`src/rtl/fir_out_decimator_if.sv`:
```
// Sample stream around the FIR output decimator.
// master = the decimator; slave = the FIR producer and the downstream consumer.
interface fir_out_decimator_if #(
  parameter int DW = 16
);
  logic          s_en;
  logic [DW-1:0] in_sample;
  logic          m_valid;
  logic          m_ready;
  logic [DW-1:0] m_data;

  modport master (
    input  s_en,
    input  in_sample,
    input  m_ready,
    output m_valid,
    output m_data
  );

  modport slave (
    output s_en,
    output in_sample,
    output m_ready,
    input  m_valid,
    input  m_data
  );
endinterface

```
`src/rtl/fir_out_decimator.sv`:
```
// Drops FIR warm-up samples, keeps every DEC-th sample and buffers it in a FWFT FIFO.
// Optional build macro FIRDEC_DROP_CNT_EN adds a saturating drop_cnt output.
module fir_out_decimator #(
  parameter int DW     = 16,
  parameter int DEC    = 4,
  parameter int WARMUP = 13,
  parameter int DEPTH  = 8
) (
  input  logic                     clk,
  input  logic                     rst_n,
  input  logic                     flush,
  fir_out_decimator_if.master      bus,
  output logic [$clog2(DEPTH):0]   level,
  output logic                     overflow
`ifdef FIRDEC_DROP_CNT_EN
  ,
  output logic [7:0]               drop_cnt
`endif
);

  localparam int AW = $clog2(DEPTH);
  localparam int LW = AW + 1;
  localparam int PW = (DEC > 1) ? $clog2(DEC) : 1;
  localparam int WW = (WARMUP > 1) ? $clog2(WARMUP) : 1;

  typedef enum logic {
    ST_WARMUP,
    ST_RUN
  } state_t;

  // With no warm-up to discard, the block comes out of reset already decimating.
  localparam state_t RESET_STATE = (WARMUP == 0) ? ST_RUN : ST_WARMUP;

  state_t          state_q, state_d;
  logic [WW-1:0]   warm_q, warm_d;
  logic [PW-1:0]   phase_q, phase_d;
  logic            push_req;

  logic [DW-1:0]   sample;
  logic [DW-1:0]   mem [DEPTH];
  logic [AW-1:0]   rd_ptr, wr_ptr;
  logic [LW-1:0]   count_q;
  logic            full;
  logic            not_empty;
  logic            do_push;
  logic            do_pop;
  logic            drop;

  assign sample = bus.in_sample;

  // ---------------------------------------------------------------------------
  // Warm-up / decimation phase control
  // ---------------------------------------------------------------------------
  // NOTE: sequential state uses non-blocking assignments so every register
  // samples the pre-edge values of its peers, independent of block order.
  always_ff @(posedge clk or negedge rst_n) begin
    if (!rst_n) begin
      state_q <= RESET_STATE;
      warm_q  <= '0;
      phase_q <= '0;
    end else begin
      state_q <= state_d;
      warm_q  <= warm_d;
      phase_q <= phase_d;
    end
  end

  // NOTE: every output of this block is given a default first, so no path
  // leaves a signal unassigned and no latch is inferred.
  always_comb begin
    state_d  = state_q;
    warm_d   = warm_q;
    phase_d  = phase_q;
    push_req = 1'b0;
    case (state_q)
      ST_WARMUP: begin
        if (bus.s_en) begin
          if (warm_q == WW'(WARMUP - 1)) begin
            state_d = ST_RUN;
          end
          warm_d = warm_q + WW'(1);
        end
      end
      ST_RUN: begin
        if (bus.s_en) begin
          push_req = (phase_q == '0);
          phase_d  = (phase_q == PW'(DEC - 1)) ? '0 : phase_q + PW'(1);
        end
      end
      default: state_d = RESET_STATE;
    endcase
    // Flush realigns decimation but leaves the warm-up tracking alone: the
    // FIR history it models is not affected by emptying our buffer.
    if (flush) begin
      phase_d = '0;
    end
  end

  // ---------------------------------------------------------------------------
  // FIFO control
  // ---------------------------------------------------------------------------
  assign full      = (count_q == LW'(DEPTH));
  assign not_empty = (count_q != '0);
  assign do_pop    = not_empty & bus.m_ready & ~flush;
  // A pop in the same cycle frees the slot, so a full FIFO still accepts.
  assign do_push   = push_req & ~flush & (~full | do_pop);
  assign drop      = push_req & ~flush & full & ~do_pop;

  always_ff @(posedge clk or negedge rst_n) begin
    if (!rst_n) begin
      rd_ptr  <= '0;
      wr_ptr  <= '0;
      count_q <= '0;
    end else if (flush) begin
      rd_ptr  <= '0;
      wr_ptr  <= '0;
      count_q <= '0;
    end else begin
      if (do_push) begin
        wr_ptr <= wr_ptr + AW'(1);
      end
      if (do_pop) begin
        rd_ptr <= rd_ptr + AW'(1);
      end
      case ({do_push, do_pop})
        2'b10:   count_q <= count_q + LW'(1);
        2'b01:   count_q <= count_q - LW'(1);
        default: count_q <= count_q;
      endcase
    end
  end

  // NOTE: the storage array has no reset; only pointers and occupancy do,
  // and m_data is forced to zero while empty so stale words never escape.
  always_ff @(posedge clk) begin
    if (do_push) begin
      mem[wr_ptr] <= sample;
    end
  end

  assign bus.m_valid = not_empty;
  assign bus.m_data  = not_empty ? mem[rd_ptr] : '0;
  assign level       = count_q;

  // ---------------------------------------------------------------------------
  // Drop reporting
  // ---------------------------------------------------------------------------
  always_ff @(posedge clk or negedge rst_n) begin
    if (!rst_n) begin
      overflow <= 1'b0;
    end else if (flush) begin
      overflow <= 1'b0;
    end else if (drop) begin
      overflow <= 1'b1;
    end
  end

`ifdef FIRDEC_DROP_CNT_EN
  always_ff @(posedge clk or negedge rst_n) begin
    if (!rst_n) begin
      drop_cnt <= '0;
    end else if (flush) begin
      drop_cnt <= '0;
    end else if (drop && (drop_cnt != 8'hFF)) begin
      drop_cnt <= drop_cnt + 8'd1;
    end
  end
`endif

  // ---------------------------------------------------------------------------
  // Structural invariants
  // ---------------------------------------------------------------------------
  a_level_bound : assert property (@(posedge clk) disable iff (!rst_n)
    count_q <= LW'(DEPTH));

  a_no_pop_empty : assert property (@(posedge clk) disable iff (!rst_n)
    do_pop |-> not_empty);

  a_push_has_room : assert property (@(posedge clk) disable iff (!rst_n)
    do_push |-> (!full || do_pop));

endmodule

```
`src/flat_wrapper.sv`:
```
// flat-port wrapper written by rule: the top's interface ports become plain ports
module fir_out_decimator_flat 
#(
  parameter int DW     = 16,
  parameter int DEC    = 4,
  parameter int WARMUP = 13,
  parameter int DEPTH  = 8
)
  (clk, rst_n, flush, level, overflow, bus_s_en, bus_in_sample, bus_m_ready, bus_m_valid, bus_m_data);
  fir_out_decimator_if #(.DW(DW)) bus_i ();
  input  logic clk;
  input  logic rst_n;
  input  logic flush;
  output logic [$clog2(DEPTH):0] level;
  output logic overflow;
  input wire logic [$bits(bus_i.s_en)-1:0] bus_s_en;
  input wire logic [$bits(bus_i.in_sample)-1:0] bus_in_sample;
  input wire logic [$bits(bus_i.m_ready)-1:0] bus_m_ready;
  output wire logic [$bits(bus_i.m_valid)-1:0] bus_m_valid;
  output wire logic [$bits(bus_i.m_data)-1:0] bus_m_data;
  assign bus_i.s_en = bus_s_en;
  assign bus_i.in_sample = bus_in_sample;
  assign bus_i.m_ready = bus_m_ready;
  assign bus_m_valid = bus_i.m_valid;
  assign bus_m_data = bus_i.m_data;
  fir_out_decimator #(.DW(DW), .DEC(DEC), .WARMUP(WARMUP), .DEPTH(DEPTH)) u_core (.clk(clk), .rst_n(rst_n), .flush(flush), .bus(bus_i), .level(level), .overflow(overflow));
endmodule
```
`config.mk`:
```
export PLATFORM = sky130hd
export DESIGN_NAME = fir_out_decimator_flat
export DESIGN_NICKNAME = d
export VERILOG_FILES = /design/src/rtl/fir_out_decimator_if.sv /design/src/rtl/fir_out_decimator.sv /design/src/flat_wrapper.sv
export SDC_FILE = /design/constraint.sdc
export NUM_CORES = 1
export LEC_CHECK = 0
export CORE_UTILIZATION = 52
export CTS_BUF_LIST = sky130_fd_sc_hd__clkbuf_16
export CTS_CLUSTER_DIAMETER = 60
export CTS_CLUSTER_SIZE = 12
export DETAILED_ROUTE_END_ITERATION = 10
export MAX_ROUTING_LAYER = met4
export PLACE_DENSITY_LB_ADDON = 0.08
export RECOVER_POWER = 100
export SLEW_MARGIN = 20
export SYNTH_ARGS = -nofsm -noshare
export SYNTH_HDL_FRONTEND = slang
export SYNTH_SLANG_ARGS = --single-unit
export TNS_END_PERCENT = 100
```
`constraint.sdc`:
```
create_clock -name clk -period 3.5 [get_ports clk]
set_clock_uncertainty 0.05 [all_clocks]
set_input_delay 0.7 -clock clk [delete_from_list [all_inputs] [get_ports clk]]
set_output_delay 0.7 -clock clk [all_outputs]
set_load 0.05 [all_outputs]
```
==> insert_results.sql <==
INSERT INTO impl_metrics (metric_group, metric, value, unit) VALUES
('timing', 'max_clock_freq', '311.4', 'MHz'),
('grt', 'grt_first_pass_wirelength', '17.36', 'mm'),
('finish', 'instances_no_fill', '536', ''),
('timing', 'slew-limit-headroom', '41.88', '%'),
('power_and_ir_drop', 'cellPowerDensity', '780.2', 'mW/mm2'),
('place', 'dp_hpwl', '6.869', 'mm'),
('yosys', 'synth-async-reset-ratio', '12.33', '%'),
('finish', 'stdcell_area', '0.007104', 'mm2'),
('grt', 'track_usage', '21.94', '%'),
('power_and_ir_drop', 'ir_worst_vdd', '0.6188', 'mV'),
('worst_setup_path', 'worst-endpoint-arrival', '2460', 'ps'),
('detailed_routing', 'first_pass_iters', '4', ''),
('die', 'floorplan.initialDensity', '53.93', '%'),
('clocking', 'clock_latency', '410', 'ps'),
('place', 'post-place-ws', '349.0', 'ps'),
('place', 'place.detailed.instances', '504', ''),
('yosys', 'synth.avg_cell_area', '19.05', 'um2'),
('finish', 'finalNetCount', '413', ''),
('worst_setup_path', 'critical_path.cell_chain', 'clkbuf_2 > mux4_2 > mux2i_1 > nor2_1 > clkbuf_2', ''),
('worst_setup_path', 'timing.critical_path.to_type', 'output port', ''),
('clocking', 'cts.repair_timing.setup_buffer_count', '0', ''),
('detailed_routing', 'drt_first_iter_violations', '195', ''),
('timing', 'final_max_slew_viol_count', '0', ''),
('worst_setup_path', 'critPathTopFamily', 'multiplexers', ''),
('place', 'placement.io_buffers', '42', ''),
('outcome', 'status', 'finished, final reports clean', ''),
('timing', 'finalWorstSetupSlack', '288.5', 'ps'),
('yosys', 'synth_edf_count', '128', ''),
('yosys', 'yosys_register_bits', '146', ''),
('timing', 'hold_violations', '0', ''),
('worst_setup_path', 'crit_slowest_cell', 'dfrtp_2', ''),
('clocking', 'clkSlewWorstSetupHoldPaths', '60', 'ps'),
('yosys', 'ys.flop_type', 'edfxtp_1', ''),
('die', 'die_height', '108.7', 'um'),
('detailed_routing', 'wl_per_cell', '20.28', 'um'),
('worst_setup_path', 'start_kind', 'flip-flop', ''),
('grt', 'grt_max_degree', '23', ''),
('timing', 'timing_worst_slew_pin_value', '869.0', 'ps'),
('timing', 'setup_viol_count_final', '0', ''),
('clocking', 'cts.sink_count', '146', ''),
('power_and_ir_drop', 'p_leak', '2.398', 'nW'),
('yosys', 'synthesized_nets', '341', ''),
('die', 'chipWidth', '108.7', 'um'),
('detailed_routing', 'routed_wirelength', '10.87', 'mm'),
('detailed_routing', 'drcViolationCount', '0', ''),
('finish', 'final_layout_size_suffix_gt1_share', '23.23', '%'),
('yosys', 'syn-cell-area', '0.005923', 'mm2'),
('clocking', 'cts_htree_levels', '4', ''),
('clocking', 'tritoncts', 'built', ''),
('finish', 'syn2layout_area_growth', '19.94', '%'),
('detailed_routing', 'antenna_violating_nets_post_route', '0', ''),
('finish', 'diodes', '0', ''),
('worst_setup_path', 'critical_path.n_buffers_inverters', '2', ''),
('clocking', 'cts_resized', '0', ''),
('clocking', 'cts_hold_buf', '0', ''),
('worst_setup_path', 'critPathRequiredTime', '2750', 'ps'),
('grt', 'antenna_found_initial', '0', ''),
('timing', 'rsz_0062_raised_after_global_routing', 'false', ''),
('yosys', 'synth_seq_area_share', '72.50', '%'),
('yosys', 'yosysUniqueCellTypes', '37', ''),
('job', 'cap_violations', '0', ''),
('worst_setup_path', 'critical_setup_path_kind', 'flip-flop to output port', ''),
('grt', 'grt_pass1_vias', '3172', ''),
('die', 'fp.dieArea', '0.01182', 'mm2'),
('hold_path', 'type_of_the_tightest_min_delay_check', 'flip-flop to flip-flop', ''),
('clocking', 'cts-buffers-inserted', '17', ''),
('timing', 'final_min_period_over_clock_period', '91.76', '%'),
('clocking', 'cts_root_buf', 'clkbuf_16', ''),
('worst_setup_path', 'cpPeakStageDelay', '610', 'ps'),
('yosys', 'syn_inst', '311', ''),
('die', 'design.portCount', '43', ''),
('worst_setup_path', 'path_max_fanout', '12', ''),
('timing', 'finalWorstPathRequiredPeriod', '3211', 'ps'),
('grt', 'global_route.overflow_total', '0', ''),
('die', 'core.rowCount', '38', ''),
('detailed_routing', 'viasPerCell', '5.634', ''),
('place', 'placed_area', '0.006656', 'mm2'),
('detailed_routing', 'vias', '3020', ''),
('place', 'final_weighted_congestion_in_routability_driven_placement', '0.7270', ''),
('die', 'design.core.area', '0.01098', 'mm2'),
('yosys', 'yosys_warnings', '0', ''),
('clocking', 'clk_path_buf_depth', '2', ''),
('timing', 'finalSetupTns', '0', 'ps'),
('worst_setup_path', 'crit_path_frequent_cell', 'clkbuf_2', '');
-- final timing paths --
| check | start | end | slack (ps) | cells after the start |
|---|---|---|---|---|
| worst max-delay path | u_core.rd_ptr[0]$_DFFE_PN0P_ | bus_m_data[12] | 290 | 5 |
| worst min-delay path | u_core.warm_q[3]$_DFFE_PN0P_ | u_core.warm_q[3]$_DFFE_PN0P_ | 430 | 1 |
| worst max register to register | u_core.level[0]$_DFFE_PN0P_ | u_core.mem[1][6]$_DFFE_PP_ | 630 | 5 |
| worst min register to register | u_core.warm_q[3]$_DFFE_PN0P_ | u_core.warm_q[3]$_DFFE_PN0P_ | 430 | 1 |
| min in group asynchronous | rst_n | u_core.overflow$_DFFE_PN0P_ | 800 | 1 |
| max in group asynchronous | rst_n | u_core.rd_ptr[0]$_DFFE_PN0P_ | 2010 | 1 |
-- final cells by class --
class | count | area, um2
repair buffers | 66 | 474.2
fillers | 761 | 3879
clock buffers | 17 | 425.4
clock inverters | 15 | 166.4
well taps | 140 | 175.2
inverters | 6 | 22.52
flip-flops and latches | 146 | 4295
multi-input cells | 146 | 1545
-- flip-flops by register name, indices dropped and copies added (netlist names) --
| name | cells |
|---|---|
| u_core.wr_ptr | 3 |
| u_core.state_q | 1 |
| u_core.rd_ptr | 3 |
| u_core.overflow | 1 |
| u_core.mem | 128 |
| u_core.warm_q | 4 |
| u_core.phase_q | 2 |
| u_core.level | 4 |
-- cells in the final DEF, fill, tap and decap left out, types with 4 or more instances in the layout --
cell type	Yosys	final
mux4_2	32	32
xnor2_1	6	6
clkbuf_1	7	13
nand2_1	7	7
ha_1	8	8
clkbuf_16	0	17
nor2_1	30	30
edfxtp_1	128	128
a21oi_1	6	6
nand3_1	5	5
clkinvlp_4	0	4
clkbuf_2	0	15
buf_4	0	11
mux2i_1	17	17
inv_1	6	6
dfrtp_1	18	17
dlygate4sd3_1	0	24
nand2b_1	4	4
clkinv_1	0	4
-- power by group --
group	internal (mW)	switching, mW	leakage [nW]
Clock	1.11	0.669	0.275
Sequential	2.01	0.129	1.39
Combinational	0.523	1.10	0.735
-- worst reg2reg max path: stages (launching register included) --
cell      delay [ps]
dfrtp_1          560
nor3_1           120
a31oi_1          700
nand2b_1         240
nor4b_1          380
clkbuf_1         460
-- Yosys cell counts (2+ instances only) --
cell type	instances	area [um2]
a21oi_1	6	30.03
nor2b_1	3	18.77
clkbuf_1	7	26.28
nor3_1	3	15.01
mux4_2	32	720.7
mux2i_1	17	170.2
ha_1	8	100.1
xor2_1	2	17.52
buf_2	5	25.02
nor2_1	30	112.6
dfrtp_1	18	450.4
edfxtp_1	128	3844
nor4_1	2	12.51
nor4b_1	2	17.52
nand2_1	7	26.28
inv_1	6	22.52
nand2b_1	4	25.02
nand3b_1	2	15.01
nand3_1	5	25.02
xnor2_1	6	52.55
o32ai_1	2	17.52
-- layer usage --
| layer | track usage [%] | vias up | share of wire, % |
|---|---|---|---|
| li1 | - | 1380 | - |
| met1 | 27.26 | 1579 | 44 |
| met2 | 35.44 | 53 | 52 |
| met3 | 6.157 | 8 | 3.3 |
| met4 | 6.371 | 0 | 0.74 |
| met5 | - | - | 0 |
-- metrics by stage --
step	hold slack [ps]	utilization (%)	power (mW)
5_1_grt	458.1	64.68	5.783
6_report	434.1	64.68	5.543
3_3_place_gp	415.9	60.61	3.934
4_1_cts	438.8	65.99	5.740
3_5_place_dp	426.9	60.61	3.954
2_1_floorplan	354.4	-	3.373
-- logic make-up (layout without fill, tap and decap cells) --
family                     Yosys count  count (layout)  share of synthesized area, %
adders and majority gates            9               9                         2.028
muxes                               51              51                         15.48
and+or+nand+nor                     62              62                         5.049
buffers and inverters               19             104                         1.310
xor gates and xnor gates             8               8                         1.183
DFF                                146             146                         72.50
AOI/OAI and AO/OA                   16              16                         2.451
No activity file was read; power rests on OpenSTA's default activity.
